--- src/rtl/capture_dump_ctrl.sv ---
// Trace dump sequencer: reads one channel's circular trace RAM oldest-first and
// hands each byte to a transmitter, handshaking on tx_done.
module capture_dump_ctrl #(
    parameter int DEPTH = 512,
    parameter int AW    = 9
) (
    input  logic          clk,
    input  logic          rst,
    input  logic          dump_req,
    input  logic [1:0]    dump_chan,
    input  logic          cap_done,
    input  logic [AW-1:0] trace_end,
    input  logic [7:0]    ram_rdata,
    input  logic          tx_done,
    output logic          ram_en,
    output logic [AW-1:0] ram_addr,
    output logic [1:0]    chan_sel,
    output logic [7:0]    tx_data,
    output logic          trmt,
    output logic          dump_busy,
    output logic          clr_cap_done,
    output logic          dump_err
);

    typedef enum logic [2:0] {
        S_IDLE,
        S_READ,
        S_LATCH,
        S_SEND,
        S_TXWAIT,
        S_FINISH
    } state_t;

    localparam logic [10:0]   DEPTH_W = 11'(DEPTH);
    localparam logic [AW-1:0] ADDR_ONE = {{(AW-1){1'b0}}, 1'b1};

    state_t        state_q, state_d;
    logic [AW-1:0] addr_q,  addr_d;
    logic [1:0]    chan_q,  chan_d;
    logic [7:0]    data_q,  data_d;
    logic [9:0]    sent_q,  sent_d;
    logic          err_q,   err_d;
    logic [9:0]    sent_inc;

    assign sent_inc = sent_q + 10'd1;

    always_ff @(posedge clk) begin
        if (rst) begin
            state_q <= S_IDLE;
            addr_q  <= '0;
            chan_q  <= '0;
            data_q  <= '0;
            sent_q  <= '0;
            err_q   <= 1'b0;
        end else begin
            state_q <= state_d;
            addr_q  <= addr_d;
            chan_q  <= chan_d;
            data_q  <= data_d;
            sent_q  <= sent_d;
            err_q   <= err_d;
        end
    end

    always_comb begin
        state_d = state_q;
        addr_d  = addr_q;
        chan_d  = chan_q;
        data_d  = data_q;
        sent_d  = sent_q;
        err_d   = 1'b0;
        case (state_q)
            S_IDLE: begin
                if (dump_req) begin
                    if (cap_done && (dump_chan != 2'd3)) begin
                        // Oldest sample sits just past the last written address.
                        state_d = S_READ;
                        chan_d  = dump_chan;
                        addr_d  = trace_end + ADDR_ONE;
                        sent_d  = '0;
                    end else begin
                        err_d = 1'b1;
                    end
                end
            end
            S_READ:   state_d = S_LATCH;
            S_LATCH: begin
                data_d  = ram_rdata;
                state_d = S_SEND;
            end
            S_SEND:   state_d = S_TXWAIT;
            S_TXWAIT: begin
                if (tx_done) begin
                    addr_d  = addr_q + ADDR_ONE;
                    sent_d  = sent_inc;
                    state_d = ({1'b0, sent_inc} < DEPTH_W) ? S_READ : S_FINISH;
                end
            end
            S_FINISH: state_d = S_IDLE;
            default:  state_d = S_IDLE;
        endcase
    end

    always_comb begin
        ram_en       = 1'b0;
        trmt         = 1'b0;
        clr_cap_done = 1'b0;
        dump_busy    = (state_q != S_IDLE);
        case (state_q)
            S_READ:   ram_en       = 1'b1;
            S_SEND:   trmt         = 1'b1;
            S_FINISH: clr_cap_done = 1'b1;
            default:  ;
        endcase
    end

    assign ram_addr = addr_q;
    assign chan_sel = chan_q;
    assign tx_data  = data_q;
    assign dump_err = err_q;

endmodule

--- config.mk ---
export PLATFORM = sky130hd
export DESIGN_NAME = capture_dump_ctrl
export DESIGN_NICKNAME = d
export VERILOG_FILES = /design/src/rtl/capture_dump_ctrl.sv
export SDC_FILE = /design/constraint.sdc
export NUM_CORES = 1
export LEC_CHECK = 0
export BUFFER_PORTS_ARGS = -buffer_cell sky130_fd_sc_hd__buf_2
export CAP_MARGIN = 0
export CORE_UTILIZATION = 47
export CTS_CLUSTER_DIAMETER = 30
export DETAILED_ROUTE_END_ITERATION = 8
export GPL_ROUTABILITY_DRIVEN = 0
export PLACE_DENSITY = 0.78
export REMOVE_ABC_BUFFERS = 1
export SYNTH_ARGS = -nofsm -noshare
export SYNTH_HDL_FRONTEND = slang
export SYNTH_SLANG_ARGS = --single-unit
--- constraint.sdc ---
create_clock -name clk -period 3 [get_ports clk]
set_clock_uncertainty 0.2 [all_clocks]
set_input_delay 0.15 -clock clk [delete_from_list [all_inputs] [get_ports clk]]
set_output_delay 0.15 -clock clk [all_outputs]
set_load 0.01 [all_outputs]
; ---- Word level (Yosys, flattened, before mapping)
; Cells that the tools add are included.
[op_classes]
eq_ne = 9
magnitude_cmp = 1
addsub = 3
mux = 17
n_reduce_logical = 8
n_bitwise = 2
[ops]
columns = op, n
row1 = 2-to-1 mux 10 bit, 3
row2 = 2-to-1 mux 9 bit, 3
row3 = one-hot mux 10 bit (2 select lines), 1
row4 = "adder 9 x 1 -> 9 bit, second input constant", 2
row5 = one-hot mux 9 bit (2 select lines), 1
row6 = one-hot mux 3 bit (5 select lines), 1
row7 = 2-to-1 mux 3 bit, 4
row8 = "adder 10 x 1 -> 10 bit, second input constant", 1
row9 = "less-than comparator 10 bit, second input constant", 1
row10 = "!= test 2 bit, second input constant", 4
row11 = "== test 3 x 2 -> 1 bit, second input constant", 2
row12 = "== test 3 bit, second input constant", 2
row13 = AND reduction 3 bit, 2
row14 = 2-to-1 mux 1 bit, 4
row15 = AND reduction 4 bit, 1
row16 = "== test 3 x 1 -> 1 bit, second input constant", 1
row17 = zero test 3 bit, 1
row18 = nonzero test 3 bit, 1
row19 = OR reduction 3 bit, 1
row20 = inverter 1 bit, 2
row21 = nonzero test 2 bit, 1
row22 = logical AND 1 bit, 1
[totals]
output_inout_bits = 24
in_bits = 24
wordCells = 46
reg_bits = 33

; ---- Logic depth before layout (Yosys ltp)
[logic_depth]
word_depth = 5
ltp_mapped = 12
depth_no_buf = 9

; ---- Worst setup path before layout
; Ideal clock, no wire load.
[synth_timing]
kind = register to register
from = register state_q[1]
to = register addr_q[8] (netlist: ram_addr[8])
setup_ps = 82
n_path_buf = 3
arrival_ps = 2304
period_less_slack_ps = 2587
slack_ps = 413
t_required_ps = 2718
path_stages_with_launch = 13
cell_sequence = dfxtp_1 > buf_2 > nor3b_4 > buf_2 > nand2_1 > nand2_1 > ha_1 > clkbuf_1 > inv_1 > nor3_1 > o22ai_1 > or3_1 > o221ai_1
[synth_via]
elab_chain_cells = 3
elab_cells_between_ends = 8
cone_classes = eq/ne: 4 / mux: 1 / reduce/logical: 3
[synth_rtl]
columns = element, line
row1 = start: declaration, 37  ; state_t state_q, state_d;
row2 = start signal: assignment, 56  ; state_q <= state_d;
row3 = == test 3 bit or zero test 3 bit (tied branches), 72  ; case (state_q)
row4 = != test 2 bit (no line) or nonzero test 2 bit (tied branches), n/a
row5 = AND reduction 4 bit (no line), n/a
row6 = end signal: assignment, 57  ; addr_q <= addr_d;
row7 = end: declaration, 38  ; logic [AW-1:0] addr_q, addr_d;
; Parallel ways exist; a longest one is shown, timed or not.
; A chain may end at the register's enable or synchronous reset.

; ---- Worst setup path after layout
; Same ends and word-level chain as after synthesis.

==> impl_metrics.py <==
metrics = {
    "outcome": {
        "outcome": "finished, final reports clean",
    },
    "die": {
        "start_util": 0.4929,
        "coreArea_um2": 3689,
        "ios": 48,
        "die_h_um": 64.20,
        "die_w_um": 64.20,
        "dieArea_um2": 4121,
        "rows": 22,
    },
    "finish": {
        "fillers": 346,
        "finalNetCount": 303,
        "regArea_um2": 660.6,
        "diodes": 0,
        "area_delta_synth_final_pct": 26.29,
        "layout-drive-gt1-share": 0.2347,
        "stdcell_area_um2": 2296,
        "multiInputGateArea_um2": 1061,
        "final_util": 0.6225,
    },
    "timing": {
        "timing.fmax_ghz": 0.3701,
        "fin_tns_setup_ns": 0,
        "worst-slew-pin-transition_ns": 0.5289,
        "grt_setup_unrepaired": "false",
        "finalCritPeriodShare": 0.9005,
        "setup_viol": 0,
        "min_period_ns": 2.702,
        "relSlewSlack": 0.6442,
        "finalHoldViolations": 0,
        "drv_slew": 0,
    },
    "yosys": {
        "synthTopCellsByCount": "dfxtp_1, nor2_1, nand2_1",
        "synthFlopType": "dfxtp_1",
        "synth_top_area_share": 0.3634,
        "yosysUniqueCellTypes": 49,
        "synthCells": 222,
        "synth_seq_cells": 33,
        "yosysTopAreaCell": "dfxtp_1",
        "synth_edf_count": 0,
        "synthTopCellsByArea": "dfxtp_1, mux2i_1, nor2_1, nand2_1, nand3_1",
        "async_flop_share": 0,
        "yosysWarnings": 0,
        "synth_area_per_cell_um2": 8.189,
        "synth_area_um2": 1818,
        "synth-seq-area-share": 0.3634,
        "synth.most_common_cell": "dfxtp_1",
    },
    "power": {
        "ir_drop_uv": 448.3,
        "p_per_area_nw_per_um2": 457.1,
        "power_leakage_nw": 0.9228,
        "power.total_mw": 1.050,
    },
    "detailed_routing": {
        "routed_wl_mm": 4.453,
        "drt_iter0_drc": 202,
        "wl_per_cell_um": 13.70,
        "avgViaCountPerCell": 5.578,
        "final_antenna_net_count": 0,
        "vias": 1813,
        "first_pass_iters": 4,
        "drc": 0,
    },
    "clock_tree": {
        "worstSkewPairLatency_ns": 0.28,
        "htreeDepth": 2,
        "cts_buffer_depth": 2,
        "path_clk_slew_ns": 0.07,
        "cts_tree": "yes",
        "cts_resized": 0,
        "cts_num_sinks": 33,
        "postCtsSetupBuffers": 0,
        "hold_buffers": 13,
        "cts_buffers": 5,
        "cts-root-buf": "clkbuf_8",
    },
    "placement": {
        "place_area_um2": 2062,
        "io_buffers": 47,
        "dpl.hpwl_mm": 2.941,
    },
    "worst_setup_path": {
        "r2r_start": "state_q[1]",
        "crit_start": "state_q[1]",
        "regToRegEndpoint": "ram_addr[8]",
        "r2r_slack_ns": 0.30,
        "worst_ep_required_time_ns": 3.01,
        "cp_max_fo": 12,
        "r2r_cells": 9,
        "end_kind": "flip-flop",
        "cp.arrival_ns": 2.71,
        "critPathKind": "flip-flop to flip-flop",
        "cp-start-kind": "flip-flop",
        "crit_end": "ram_addr[8]",
    },
    "global_routing": {
        "grt_pass1_vias": 1661,
        "grt_pass1_wl_mm": 7.445,
        "grt_max_degree": 30,
        "grt_util_all_layers": 0.2340,
        "grt.overflow.total": 0,
        "antenna_found_initial": 0,
    },
    "run": {
        "cap_viol_max_count": 0,
    },
    "worst_hold_path": {
        "min-delay-start": "trace_end[8]",
        "min_path_type": "primary input to flip-flop",
    },
}
## per-stage QoR
stage               cells  hold WS (ns)  worst slack (ns)
global placement      305        0.1824            0.4759
global route          325       0.02524           0.09269
detailed placement    305        0.1998            0.3646
finish                325       0.01165            0.2984
floorplan             206       0.01907            0.5287
CTS                   325      0.002253            0.3406
## cell usage in the layout (no fill, tap or decap), types with 4 or more instances in the layout
master         count
buf_2             47
dfxtp_1           33
nor2_1            27
nand2_1           20
nand3_1           13
dlygate4sd3_1     13
nor3_1            11
mux2i_1           11
a21oi_1           10
o21ai_0           10
xnor2_1            6
nand4_1            6
a31oi_1            5
clkbuf_8           5
inv_1              4
nor3b_1            4
or3_1              4
buf_4              4
## cell families after synthesis
| group | count (synthesis) | share of synthesized area |
|---|---|---|
| AOI/OAI and AO/OA | 44 | 0.1556 |
| xor gates and xnor gates | 9 | 0.04336 |
| adders and majority gates | 2 | 0.01376 |
| buffers and inverters | 20 | 0.05299 |
| DFF | 33 | 0.3634 |
| muxes | 12 | 0.06882 |
| and+or+nand+nor | 102 | 0.3021 |
## area by class of cell
type,instances,area share
sequential,33,0.2877
clock inverter,2,0.01526
tap,48,0.02616
clock buffer,5,0.02997
multi-input combinational,169,0.4621
timing repair buffer,64,0.1722
inverter,4,0.006540
## worst max-delay path: stages (launching register included)
cell and delay, ns:
dfxtp_1 0.57, or3b_1 0.43, nand2_1 0.11, nand2_1 0.10
ha_1 0.31, inv_1 0.14, nor3_1 0.20, o22ai_1 0.14
or3_1 0.36, o221ai_1 0.07
## routing by layer
layer  up-vias  wire (um)  share of wire  global-route usage
met1       824       1947           0.44              0.2774
li1        905          -              -                   -
met5         -          0              0                   0
met4         0         85          0.019              0.1194
met3        10        319          0.072             0.07143
met2        74       2100           0.47              0.3790
## power breakdown
part	internal (mW)	switching (mW)
combinational	0.0784	0.0874
sequential	0.458	0.0264
clock	0.241	0.158
total	0.777	0.272
## worst min-delay path by stage
stage / to / slack [ns] / depth (start not counted)
2_1_floorplan: ram_addr[1] / 0.02 / 1
5_1_grt: ram_addr[8] / 0.03 / 3
6_report: ram_addr[8] / 0.01 / 3
4_1_cts: state_q[0] / 0.002 / 3
3_3_place_gp: tx_data[4] / 0.18 / 3
3_5_place_dp: tx_data[4] / 0.20 / 3
## sequential cells by signal, summed over array words and instances, names as in the netlist
signal,cells
chan_sel,2
dump_err,1
ram_addr,9
sent_q,10
state_q,3
tx_data,8
Power figures use the tool's default switching activity.
